==> src/rtl/jtag_host.sv <==
// jtag_host: on-chip JTAG initiator. Issues TAP-reset, IR-scan and DR-scan
// sequences on TCK/TMS/TDI/TRST_N and returns the captured TDO bits.
module jtag_host #(
    parameter int unsigned ClkDiv = 4,
    parameter int unsigned MaxLen = 32,
    parameter int unsigned LenW   = $clog2(MaxLen) + 1
) (
    input  logic              clk_i,
    input  logic              rst_ni,
    input  logic              req_valid_i,
    output logic              req_ready_o,
    input  logic [1:0]        req_kind_i,
    input  logic [LenW-1:0]   req_len_i,
    input  logic [MaxLen-1:0] req_data_i,
    output logic              rsp_valid_o,
    input  logic              rsp_ready_i,
    output logic [MaxLen-1:0] rsp_data_o,
    output logic              jtag_tck_o,
    output logic              jtag_tms_o,
    output logic              jtag_tdi_o,
    output logic              jtag_trst_no,
    input  logic              jtag_tdo_i
);

    localparam int unsigned CntW = $clog2(2 * ClkDiv);

    typedef enum logic [2:0] {IDLE, RST, SEL, SHIFT, EXIT, RSP} state_e;

    state_e            state_q, state_d;
    logic [CntW-1:0]   cnt_q, cnt_d;
    logic [LenW-1:0]   per_q, per_d;
    logic [LenW-1:0]   len_q, len_d;
    logic [MaxLen-1:0] data_q, data_d;
    logic [MaxLen-1:0] rsp_q, rsp_d;
    logic              ir_q, ir_d;
    logic              auto_q, auto_d;
    logic              tck_q, tck_d;
    logic              tms_q, tms_d;
    logic              tdi_q, tdi_d;
    logic              trst_q, trst_d;
    logic              ready_q, ready_d;
    logic              rsp_valid_q, rsp_valid_d;
    logic              tdo_meta_q, tdo_sync_q;
    logic              tick;

    // Two-flop synchroniser for the asynchronous TDO input.
    always_ff @(posedge clk_i or negedge rst_ni) begin
        if (!rst_ni) begin
            tdo_meta_q <= 1'b0;
            tdo_sync_q <= 1'b0;
        end else begin
            tdo_meta_q <= jtag_tdo_i;
            tdo_sync_q <= tdo_meta_q;
        end
    end

    // Next-state logic: per-period sequencing of TMS/TDI and TDO capture.
    // TMS/TDI for a period are loaded on the edge that enters its first cycle.
    always_comb begin
        state_d     = state_q;
        cnt_d       = cnt_q;
        per_d       = per_q;
        len_d       = len_q;
        data_d      = data_q;
        rsp_d       = rsp_q;
        ir_d        = ir_q;
        auto_d      = auto_q;
        tck_d       = tck_q;
        tms_d       = tms_q;
        tdi_d       = tdi_q;
        trst_d      = trst_q;
        ready_d     = ready_q;
        rsp_valid_d = rsp_valid_q;
        tick        = (cnt_q == CntW'(2 * ClkDiv - 1));

        case (state_q)
            IDLE: begin
                if (req_valid_i) begin
                    ready_d = 1'b0;
                    data_d  = req_data_i;
                    len_d   = (req_len_i == '0 || req_len_i > LenW'(MaxLen)) ? LenW'(MaxLen) : req_len_i;
                    ir_d    = (req_kind_i == 2'd1);
                    auto_d  = 1'b0;
                    rsp_d   = '0;
                    per_d   = '0;
                    cnt_d   = '0;
                    tms_d   = 1'b1;
                    tdi_d   = 1'b0;
                    state_d = (req_kind_i == 2'd1 || req_kind_i == 2'd2) ? SEL : RST;
                end
            end
            RSP: begin
                if (rsp_ready_i) begin
                    rsp_valid_d = 1'b0;
                    ready_d     = 1'b1;
                    state_d     = IDLE;
                end
            end
            default: begin
                cnt_d = tick ? '0 : cnt_q + 1'b1;
                if (state_q == SHIFT && tick) begin
                    rsp_d = rsp_q | (MaxLen'(tdo_sync_q) << per_q);
                end
                if (tick) begin
                    per_d = per_q + 1'b1;
                    tdi_d = 1'b0;
                    case (state_q)
                        RST: begin
                            if (per_q == LenW'(5)) begin
                                state_d     = auto_q ? IDLE : RSP;
                                ready_d     = auto_q;
                                rsp_valid_d = !auto_q;
                            end else begin
                                tms_d = (per_q != LenW'(4));
                                if (per_q == LenW'(4)) begin
                                    trst_d = 1'b1;
                                end
                            end
                        end
                        SEL: begin
                            if (per_q == (ir_q ? LenW'(3) : LenW'(2))) begin
                                state_d = SHIFT;
                                per_d   = '0;
                                tms_d   = (len_q == LenW'(1));
                                tdi_d   = data_q[0];
                            end else begin
                                tms_d = ir_q && (per_q == '0);
                            end
                        end
                        SHIFT: begin
                            if (per_q + LenW'(1) == len_q) begin
                                state_d = EXIT;
                                per_d   = '0;
                                tms_d   = 1'b1;
                            end else begin
                                tms_d  = (per_q + LenW'(2) == len_q);
                                data_d = data_q >> 1;
                                tdi_d  = data_d[0];
                            end
                        end
                        EXIT: begin
                            if (per_q == '0) begin
                                tms_d = 1'b0;
                            end else begin
                                state_d     = RSP;
                                rsp_valid_d = 1'b1;
                            end
                        end
                        default: ;
                    endcase
                end
                tck_d = (cnt_d >= CntW'(ClkDiv));
            end
        endcase
    end

    // State register; reset lands in RST so the TAP-reset sequence runs on release.
    always_ff @(posedge clk_i or negedge rst_ni) begin
        if (!rst_ni) begin
            state_q     <= RST;
            cnt_q       <= '0;
            per_q       <= '0;
            len_q       <= '0;
            data_q      <= '0;
            rsp_q       <= '0;
            ir_q        <= 1'b0;
            auto_q      <= 1'b1;
            tck_q       <= 1'b0;
            tms_q       <= 1'b1;
            tdi_q       <= 1'b0;
            trst_q      <= 1'b0;
            ready_q     <= 1'b0;
            rsp_valid_q <= 1'b0;
        end else begin
            state_q     <= state_d;
            cnt_q       <= cnt_d;
            per_q       <= per_d;
            len_q       <= len_d;
            data_q      <= data_d;
            rsp_q       <= rsp_d;
            ir_q        <= ir_d;
            auto_q      <= auto_d;
            tck_q       <= tck_d;
            tms_q       <= tms_d;
            tdi_q       <= tdi_d;
            trst_q      <= trst_d;
            ready_q     <= ready_d;
            rsp_valid_q <= rsp_valid_d;
        end
    end

    assign req_ready_o  = ready_q;
    assign rsp_valid_o  = rsp_valid_q;
    assign rsp_data_o   = rsp_q;
    assign jtag_tck_o   = tck_q;
    assign jtag_tms_o   = tms_q;
    assign jtag_tdi_o   = tdi_q;
    assign jtag_trst_no = trst_q;

endmodule
==> config.mk <==
export PLATFORM = sky130hd
export DESIGN_NAME = jtag_host
export DESIGN_NICKNAME = d
export VERILOG_FILES = /design/src/rtl/jtag_host.sv
export SDC_FILE = /design/constraint.sdc
export NUM_CORES = 1
export LEC_CHECK = 0
export CORE_MARGIN = 2
export CORE_UTILIZATION = 55
export CTS_BUF_LIST = sky130_fd_sc_hd__clkbuf_4
export CTS_CLUSTER_DIAMETER = 60
export DETAILED_ROUTE_END_ITERATION = 7
export HOLD_SLACK_MARGIN = 0.08
export PLACE_DENSITY = 0.83
export SYNTH_ARGS = -nofsm -noshare
export SYNTH_HDL_FRONTEND = slang
export SYNTH_SLANG_ARGS = --single-unit
==> constraint.sdc <==
create_clock -name clk_i -period 3.3 [get_ports clk_i]
set_clock_uncertainty 0.2 [all_clocks]
set_input_delay 0.825 -clock clk_i [delete_from_list [all_inputs] [get_ports clk_i]]
set_output_delay 0.825 -clock clk_i [all_outputs]
set_load 0.1 [all_outputs]
==> impl_metrics.toml, run 1 <==
[status]
outcome = "completed"

[finish]
diodes = 0
syn_to_final_growth_pct = 19.05
layout_commonest_cell = "dfrtp_1"
layout-drive-gt1-share = 0.1378
final_nets = 613
final_cell_area_um2 = 5614
final_cell_mix = "dfrtp_1, nand2_1, nor2_1"
fin_util = 0.6798
stdcell_count = 671

[worst_setup_path]
crit_fanout = 27
critical_path_class = "flop to flop"
end_kind = "flop"
required_ns = 3.49
crit_arrival_ns = 2.92
crit_path_start_kind = "flop"

[cts]
ctsHoldBuffers = 0
cts_tree = "yes"
cts_root_buf = "clkbuf_4"
h-tree-depth = 3
post_cts_buffers = 0
clk_latency_ns = 0.46
numCtsBuffers = 9
clkTransAtPathRegs_ns = 0.16
cts_resized = 0
cts_sinks = 92
cts.path.max_buffers = 2

[pwr]
cellPowerDensity_nw_per_um2 = 326.8
max-vdd-ir-drop_mv = 0.2833
p_leak_nw = 2.477

[sta]
rsz0062_at_grt = "false"
hold_viol = 0
max_slew_margin = 0.5060
fin_crit_ns = 2.735
max_freq_ghz = 0.3656
tightest_slew_ns = 0.7410
maxSlewViolCount = 0
finalCritPeriodShare = 0.8288
worst_slack_ns = 0.5650
setup_violations = 0
timing.setup.tns_ns = 0

[synthesis]
yosys_warnings = 0
ys_ff_latch = 92
ys_seq_area_frac = 0.4890
netlist-cell-type-count = 57
synth-edff-count = 0
synth_nets = 544
synth_area_um2 = 4716
ys.flop_type = "dfrtp_1"
syn_avg_cell_area_um2 = 9.585
syn_inst = 492
async_reset_ff_frac = 1.000

[drt]
via_per_inst = 5.803
route.met3.wl_um = 641
met1_length_mm = 4.794
highest_layer = "met4"
ant_nets = 0
route.detailed.drc = 0
wl_met2_mm = 5.272
drtIter0Drc = 183
dr.pass1.iters = 5
drt-total-wl_mm = 10.87
wl_per_cell_um = 16.20
vias = 3894

[place]
hpwl_mm = 7.771
placed_cells = 655
placed_area_um2 = 5480
gp_congestion = 0.8680
port_buffers = 82
post-place-ws_ns = 0.2081

[floorplanning]
die_w_um = 96.60
start_util = 0.5711
die-area_um2 = 9331
pin_count = 83
rows = 33
coreArea_um2 = 8258
die_h_um = 96.60

[min_path]
hold_class = "input port to asynchronous set/reset pin"

[global_route]
grt_start_max_net_pins = 64
grt_usage = 0.2462
antenna_found_initial = 0
grt_pass1_vias = 3577
grt_pass1_wl_mm = 17.76
grt-ovfl-total = 0

[flow_run]
drv_cap = 0
sequential cells by signal, indices dropped and copies added, names as in the netlist, 3 cells and up:
signal	count
len_q	6
rsp_data_o	32
cnt_q	3
data_q	32
per_q	6
state_q	3
metal layers:
metal,GRT usage,vias to the layer above
li1,-,1877
met1,0.3520,1886
met2,0.3814,118
met3,0.04732,13
met4,0.07746,0
met5,0,-
final cells by class:
class                      count  area [um2]
clock buffer                   9       67.56
clock inverter                 7       66.31
fill                         682        2644
inverter                      10       37.54
multi-input combinational    358        2197
sequential                    92        2306
tap                          105       131.4
timing repair buffer          90       808.3
worst max-delay path, cell delays in order, from the launching register on:
cell       delay [ns]
dfstp_2          0.87
nor2b_1          0.46
a22oi_1          0.12
nor2_1           0.17
nor2_1           0.06
a2111oi_1        0.50
mux2i_1          0.28
cell usage after synthesis, types with 2 or more instances:
| cell | n | area [um2] |
|---|---|---|
| and2_1 | 3 | 18.77 |
| dfstp_2 | 3 | 78.83 |
| nor3_1 | 7 | 35.03 |
| dfrtp_1 | 89 | 2227 |
| xnor2_2 | 2 | 32.53 |
| nor2b_1 | 7 | 43.79 |
| ha_1 | 7 | 87.58 |
| inv_1 | 9 | 33.78 |
| xor2_1 | 6 | 52.55 |
| o31ai_1 | 4 | 30.03 |
| nand2b_1 | 3 | 18.77 |
| a211o_1 | 4 | 35.03 |
| nand3_1 | 6 | 30.03 |
| o21ai_0 | 45 | 225.2 |
| nand2_1 | 61 | 229.0 |
| buf_4 | 5 | 37.54 |
| buf_6 | 5 | 56.30 |
| a211oi_1 | 2 | 15.01 |
| nor3b_1 | 2 | 15.01 |
| buf_1 | 5 | 18.77 |
| o21ai_1 | 3 | 15.01 |
| mux2_2 | 2 | 22.52 |
| clkbuf_1 | 13 | 48.80 |
| nand3b_1 | 7 | 52.55 |
| and3_1 | 3 | 18.77 |
| nor2_1 | 55 | 206.5 |
| a21o_1 | 2 | 15.01 |
| nand4_1 | 5 | 31.28 |
| a21oi_1 | 39 | 195.2 |
| o22ai_1 | 2 | 12.51 |
| nor3_2 | 2 | 20.02 |
| a22oi_1 | 3 | 22.52 |
| xnor2_1 | 5 | 43.79 |
| nor4_1 | 4 | 25.02 |
| mux2i_1 | 36 | 360.4 |
| a31oi_1 | 5 | 31.28 |
| a221oi_1 | 4 | 35.03 |
| buf_2 | 4 | 20.02 |
| a22o_1 | 5 | 43.79 |
cells by family after synthesis:
group / synth area share
AOI/OAI and AO/OA: 0.1706
xor gates and xnor gates: 0.02733
adders and majority gates: 0.01857
buffers and inverters: 0.04643
DFF: 0.4890
muxes: 0.08119
and+or+nand+nor: 0.1669
final timing paths:
check | start | to | slack (ns) | cells past startpoint
setup / recovery | state_q[0] | req_ready_o | 0.57 | 6
hold / removal | rst_ni | cnt_q[1] | 0.13 | 1
setup reg to reg | state_q[0] | req_ready_o | 0.57 | 6
hold reg to reg | tdo_meta_q | tdo_sync_q | 0.17 | 0
max in group asynchronous | rst_ni | rsp_data_o[14] | 2.09 | 2
min in group clk_i | tdo_meta_q | tdo_sync_q | 0.17 | 0
report_power, final:
| part | internal, mW | switching [mW] |
|---|---|---|
| sequential | 1.13 | 0.000538 |
| clock | 0.177 | 0.441 |
| combinational | 0.0517 | 0.0357 |
per-stage QoR:
step                      total power, mW  hold WS, ns
after detailed placement            1.240       0.1535
final                               1.834       0.1309
after floorplan                     1.157       0.1312
after global routing                1.903       0.1769
after global placement              1.238       0.1507
after CTS                           1.847       0.1496
No activity file was read; power rests on OpenSTA's default activity.
==> run 2, diff against run 1 <==
--- a/config.mk
+++ b/config.mk
@@ -6,12 +6,12 @@
 export NUM_CORES = 1
 export LEC_CHECK = 0
 export CORE_MARGIN = 2
-export CORE_UTILIZATION = 55
+export CORE_UTILIZATION = 49
 export CTS_BUF_LIST = sky130_fd_sc_hd__clkbuf_4
 export CTS_CLUSTER_DIAMETER = 60
 export DETAILED_ROUTE_END_ITERATION = 7
 export HOLD_SLACK_MARGIN = 0.08
-export PLACE_DENSITY = 0.83
+export PLACE_DENSITY = 0.78
 export SYNTH_ARGS = -nofsm -noshare
 export SYNTH_HDL_FRONTEND = slang
 export SYNTH_SLANG_ARGS = --single-unit
==> constraint.sdc (replaced) <==
create_clock -name clk_i -period 2.2 [get_ports clk_i]
set_clock_uncertainty 0.2 [all_clocks]
set_input_delay 0.55 -clock clk_i [delete_from_list [all_inputs] [get_ports clk_i]]
set_output_delay 0.55 -clock clk_i [all_outputs]
set_load 0.1 [all_outputs]
==> impl_metrics.toml, run 2 (synthesis results as in run 1) <==
[floorplanning]
die-area_um2 = 10420
die_w_um = 102.1
die_h_um = 102.1
rows = 35
pin_count = 83
start_util = 0.5080
coreArea_um2 = 9284

[cts]
clk_latency_ns = 0.45
cts_sinks = 92
cts_tree = "yes"
clkTransAtPathRegs_ns = 0.16
cts_root_buf = "clkbuf_4"
cts.path.max_buffers = 2
numCtsBuffers = 9
h-tree-depth = 3

[global_route]
grt_usage = 0.2744
antenna_found_initial = 0
grt_pass1_vias = 4583
grt_start_max_net_pins = 40
grt-ovfl-total = 0
grt_pass1_wl_mm = 22.44

[sta]
tightest_slew_ns = 0.6147
hold_ws_ns = 0.1711
rsz0062_at_grt = "true"
maxSlewViolCount = 0
hold_viol = 0
setup_violations = 49
finalCritPeriodShare = 1.092
max_freq_ghz = 0.4163
worst_slack_ns = -0.2019
fin_crit_ns = 2.402
max_slew_margin = 0.5889

[worst_setup_path]
worstSetupStartpoint = "per_q[2]"
crit_arrival_ns = 2.56
crit_fanout = 6
crit_path_start_kind = "flop"
required_ns = 2.36
r2r_slack_ns = -0.20
critical_path_class = "flop to flop"
r2r-start = "per_q[2]"
end_kind = "flop"

[finish]
fill_cells = 607
stdcell_count = 779
layout_commonest_cell = "dfrtp_1"
layout-drive-gt1-share = 0.3154
diodes = 0
final_cell_mix = "dfrtp_1, buf_4, nand2_1"
fin_util = 0.7655
final_nets = 697
syn_to_final_growth_pct = 50.70

[pwr]
p_leak_nw = 3.050
cellPowerDensity_nw_per_um2 = 414.6
finalPower_mw = 2.946
max-vdd-ir-drop_mv = 0.3278

[drt]
wl_per_cell_um = 18.37
drtIter0Drc = 291
dr.pass1.iters = 5
via_per_inst = 5.788
ant_nets = 0
drt-total-wl_mm = 14.31
route.detailed.drc = 0
vias = 4509

[min_path]
hp-start = "tdo_meta_q"
hold_class = "flop to flop"

[status]
outcome = "finished with violations"
violations = "setup timing"

[place]
port_buffers = 82
gp_congestion = 0.9379
placed_cells = 741
hpwl_mm = 9.228

[flow_run]
drv_cap = 0
[run 2: cell types whose count changed in the layout (fill, tap and decap cells not counted), sizes merged]
| cell | delta |
|---|---|
| buf | +83 |
| dlygate4sd3 | +1 |
| clkinvlp | +1 |
| clkbuf | +1 |
| clkdlybuf4s50 | -1 |
| inv | -2 |
| bufinv | +2 |
| dlygate4sd2 | +1 |
| clkinv | -2 |
[run 2: repair_timing]
action / 4_1_cts / 5_1_grt
hold buffers: 1 / 0
pin swaps: 18 / 9
gates resized for setup: 53 / 28
setup buffers: 15 / 6
setup endpoints to repair: 77 / 65
endpoints found under the hold margin: 33 / 0
[run 2: worst paths after layout]
| check | endpoint | depth (start not counted) |
|---|---|---|
| worst max register to register | per_q[0] | 8 |
| max in group asynchronous | len_q[0] | 3 |
| min in group asynchronous | cnt_q[1] | 2 |
| worst min-delay path | tdo_sync_q | 0 |
| worst max-delay path | per_q[0] | 8 |
| worst min register to register | tdo_sync_q | 0 |
[run 2: power breakdown]
| part | internal [mW] | switching [mW] | leakage (nW) |
|---|---|---|---|
| clock network | 0.488 | 0.621 | 0.0891 |
| logic | 0.0831 | 0.0598 | 1.73 |
| registers | 1.69 | 0.00106 | 1.24 |
[run 2: worst max-delay path: stages (launching register included)]
cell and delay (ns):
dfrtp_2 0.46, buf_4 0.19, nor4_4 0.40, nand2_2 0.13, nor3_4 0.24, buf_4 0.16, a221oi_4 0.08, buf_4 0.17
mux2_4 0.26
[run 2: through the flow]
stage          setup slack [ns]  setup TNS, ns  instance area (um2)
6_report                -0.2019         -3.555                 7107
5_1_grt                 -0.2472         -6.534                 7107
2_1_floorplan          0.001338              0                 4768
4_1_cts                -0.07316         -1.066                 6959
3_5_place_dp            -0.6579         -36.34                 6501
3_3_place_gp            -0.5434         -33.70                 6501
[run 2: routing by layer]
metal / share of wire / global-route usage / up-vias
met5: 0 / 0 / -
met4: 0.028 / 0.09949 / 0
met3: 0.059 / 0.05404 / 39
met2: 0.51 / 0.4464 / 192
met1: 0.40 / 0.3679 / 2232
li1: - / - / 2046
[run 2: layout make-up]
class	instances	area, um2	area share
clock buffer	10	75.07	0.01056
clock inverter	6	96.34	0.01356
inverter	10	42.54	0.005986
multi-input combinational	358	2460	0.3461
sequential	92	2312	0.3254
tap	129	161.4	0.02271
timing repair buffer	174	1959	0.2757
==> run 3, diff against run 2 <==
--- a/config.mk
+++ b/config.mk
@@ -10,6 +10,7 @@
 export CTS_BUF_LIST = sky130_fd_sc_hd__clkbuf_4
 export CTS_CLUSTER_DIAMETER = 60
 export DETAILED_ROUTE_END_ITERATION = 7
+export GPL_ROUTABILITY_DRIVEN = 0
 export HOLD_SLACK_MARGIN = 0.08
 export PLACE_DENSITY = 0.78
 export SYNTH_ARGS = -nofsm -noshare
==> impl_metrics.toml, run 3 (synthesis results as in run 1) <==
[global_route]
top_usage_layer = "met2"
grt_start_max_net_pins = 39
grt_pass1_vias = 4351
use_met1 = 0.3353
grt-ovfl-total = 0
met3_usage = 0.04651
grt_util_met2 = 0.4378
antenna_found_initial = 0
grt_usage = 0.2601
grt_pass1_wl_mm = 21.18

[cts]
h-tree-depth = 3
cts.path.max_buffers = 2
cts_tree = "yes"
cts_root_buf = "clkbuf_4"
cts_sinks = 92
clkTransAtPathRegs_ns = 0.15
numCtsBuffers = 9
clk_latency_ns = 0.48

[drt]
drt-total-wl_mm = 15.77
vias = 4730
drtIter0Drc = 315
ant_nets = 0
dr.pass1.iters = 5
via_per_inst = 6.033
wl_per_cell_um = 20.12
route.detailed.drc = 0

[floorplanning]
start_util = 0.5080
pin_count = 83
die_h_um = 102.1
die-area_um2 = 10420
rows = 35
die_w_um = 102.1
coreArea_um2 = 9284

[worst_setup_path]
cpPeakStageDelay_ns = 0.51
r2r_slack_ns = -0.22
rr_endpoint = "jtag_tms_o"
rr_worst_depth = 8
path_buf_inv = 1
crit_family = "compound AO/OA/AOI/OAI gates"
crit_chain = "ha_1 -> buf_4 -> and2_1 -> o21ai_0 -> o311a_2 -> o21ai_2 -> a211oi_2 -> o22a_1"
crit_path_start_kind = "flop"
crit_arrival_ns = 2.64
end_kind = "flop"
required_ns = 2.43
crit_fanout = 5
slowest_stage = "dfrtp_2"
r2r-start = "per_q[1]"
critical_path_class = "flop to flop"

[min_path]
hold_class = "flop to flop"
worst_hold_path.endpoint = "tdo_sync_q"
min_path_cells = 0
hp-start = "tdo_meta_q"

[sta]
hold_viol = 0
hold_ws_ns = 0.1688
setup_violations = 42
fin_crit_ns = 2.416
tightest_slew_ns = 0.5373
max_freq_ghz = 0.4139
worst_slack_ns = -0.2158
finalCritPeriodShare = 1.098
maxSlewViolCount = 0
max_slew_margin = 0.6401
rsz0062_at_grt = "true"

[status]
violations = "setup timing"
outcome = "finished with violations"

[place]
port_buffers = 82
placed_cells = 735
hpwl_mm = 9.080

[pwr]
max-vdd-ir-drop_mv = 0.4748
cellPowerDensity_nw_per_um2 = 370.3
p_leak_nw = 3.152

[finish]
layout_commonest_cell = "dfrtp_1"
diodes = 0
final_nets = 702
syn_to_final_growth_pct = 58.37
stdcell_count = 784
final_cell_mix = "dfrtp_1, buf_4, nor2_1"
layout-drive-gt1-share = 0.3985

[flow_run]
drv_cap = 0
[run 3: cell types whose count changed in the layout (fill, tap and decap cells not counted), moves of 3 or more]
cell and delta:
a21oi_1 -10, o21ai_1 -7, nor2_2 -3, clkbuf_16 +4, nand2_4 +12, o21ai_0 -11, o21ai_2 +18, buf_6 +5
nand2_2 +15, nand2_1 -27, buf_12 +3, buf_4 -8, a21oi_2 +9
[run 3: through the flow]
stage	instance area [um2]	TNS (ns)	setup WS [ns]	utilization	total power [mW]
6_report	7468	-3.281	-0.2158	0.8044	2.765
5_1_grt	7468	-7.605	-0.2651	0.8044	2.852
4_1_cts	6838	-0.9388	-0.07095	0.7365	2.742
3_5_place_dp	6469	-36.97	-0.6780	0.6968	1.869
3_3_place_gp	6469	-32.99	-0.5410	0.6968	1.866
2_1_floorplan	4768	0	0.001338	-	1.735
[run 3: worst max path at each step]
stage	from	end	slack, ns	cells past startpoint
global route	per_q[1]	per_q[3]	-0.27	8
detailed placement	req_valid_i	rsp_data_o[30]	-0.68	8
finish	per_q[1]	jtag_tms_o	-0.22	8
global placement	req_valid_i	rsp_data_o[18]	-0.54	9
floorplan	per_q[1]	data_q[17]	0.001	10
CTS	per_q[1]	per_q[3]	-0.07	9
[run 3: layout make-up]
cell class                 count  area (um2)
inverter                      10       42.54
tap                          129       161.4
clock inverter                 7       63.81
timing repair buffer         178        2116
fill                         502        1815
multi-input combinational    359        2700
clock buffer                   9       67.56
sequential                    92        2317
[run 3: worst register-to-register path, stage by stage (launching register included)]
cell and delay (ns):
dfrtp_2 0.51, ha_1 0.27, buf_4 0.15, and2_1 0.19, o21ai_0 0.29, o311a_2 0.25
o21ai_2 0.07, a211oi_2 0.28, o22a_1 0.16
[run 3: layer usage]
layer  vias to the layer above  share of wire
met5                         -              0
met2                       280           0.51
met1                      2317           0.37
met4                         0          0.040
li1                       2058              -
met3                        75          0.077
[run 3: where the power goes]
part           switching (mW)  internal [mW]  leakage [nW]
combinational          0.0612         0.0843          1.85
sequential           0.000891           1.69          1.24
clock                   0.676          0.249        0.0644
total                   0.738           2.03          3.15
[run 3: what timing repair did]
item | CTS | global route
endpoints found under the setup margin | 72 | 73
cloned | 0 | 7
pin swaps | 11 | 65
hold buffers | 1 | 0
gates resized for setup | 35 | 130
buffers inserted | 10 | 17
endpoints found under the hold margin | 22 | 0
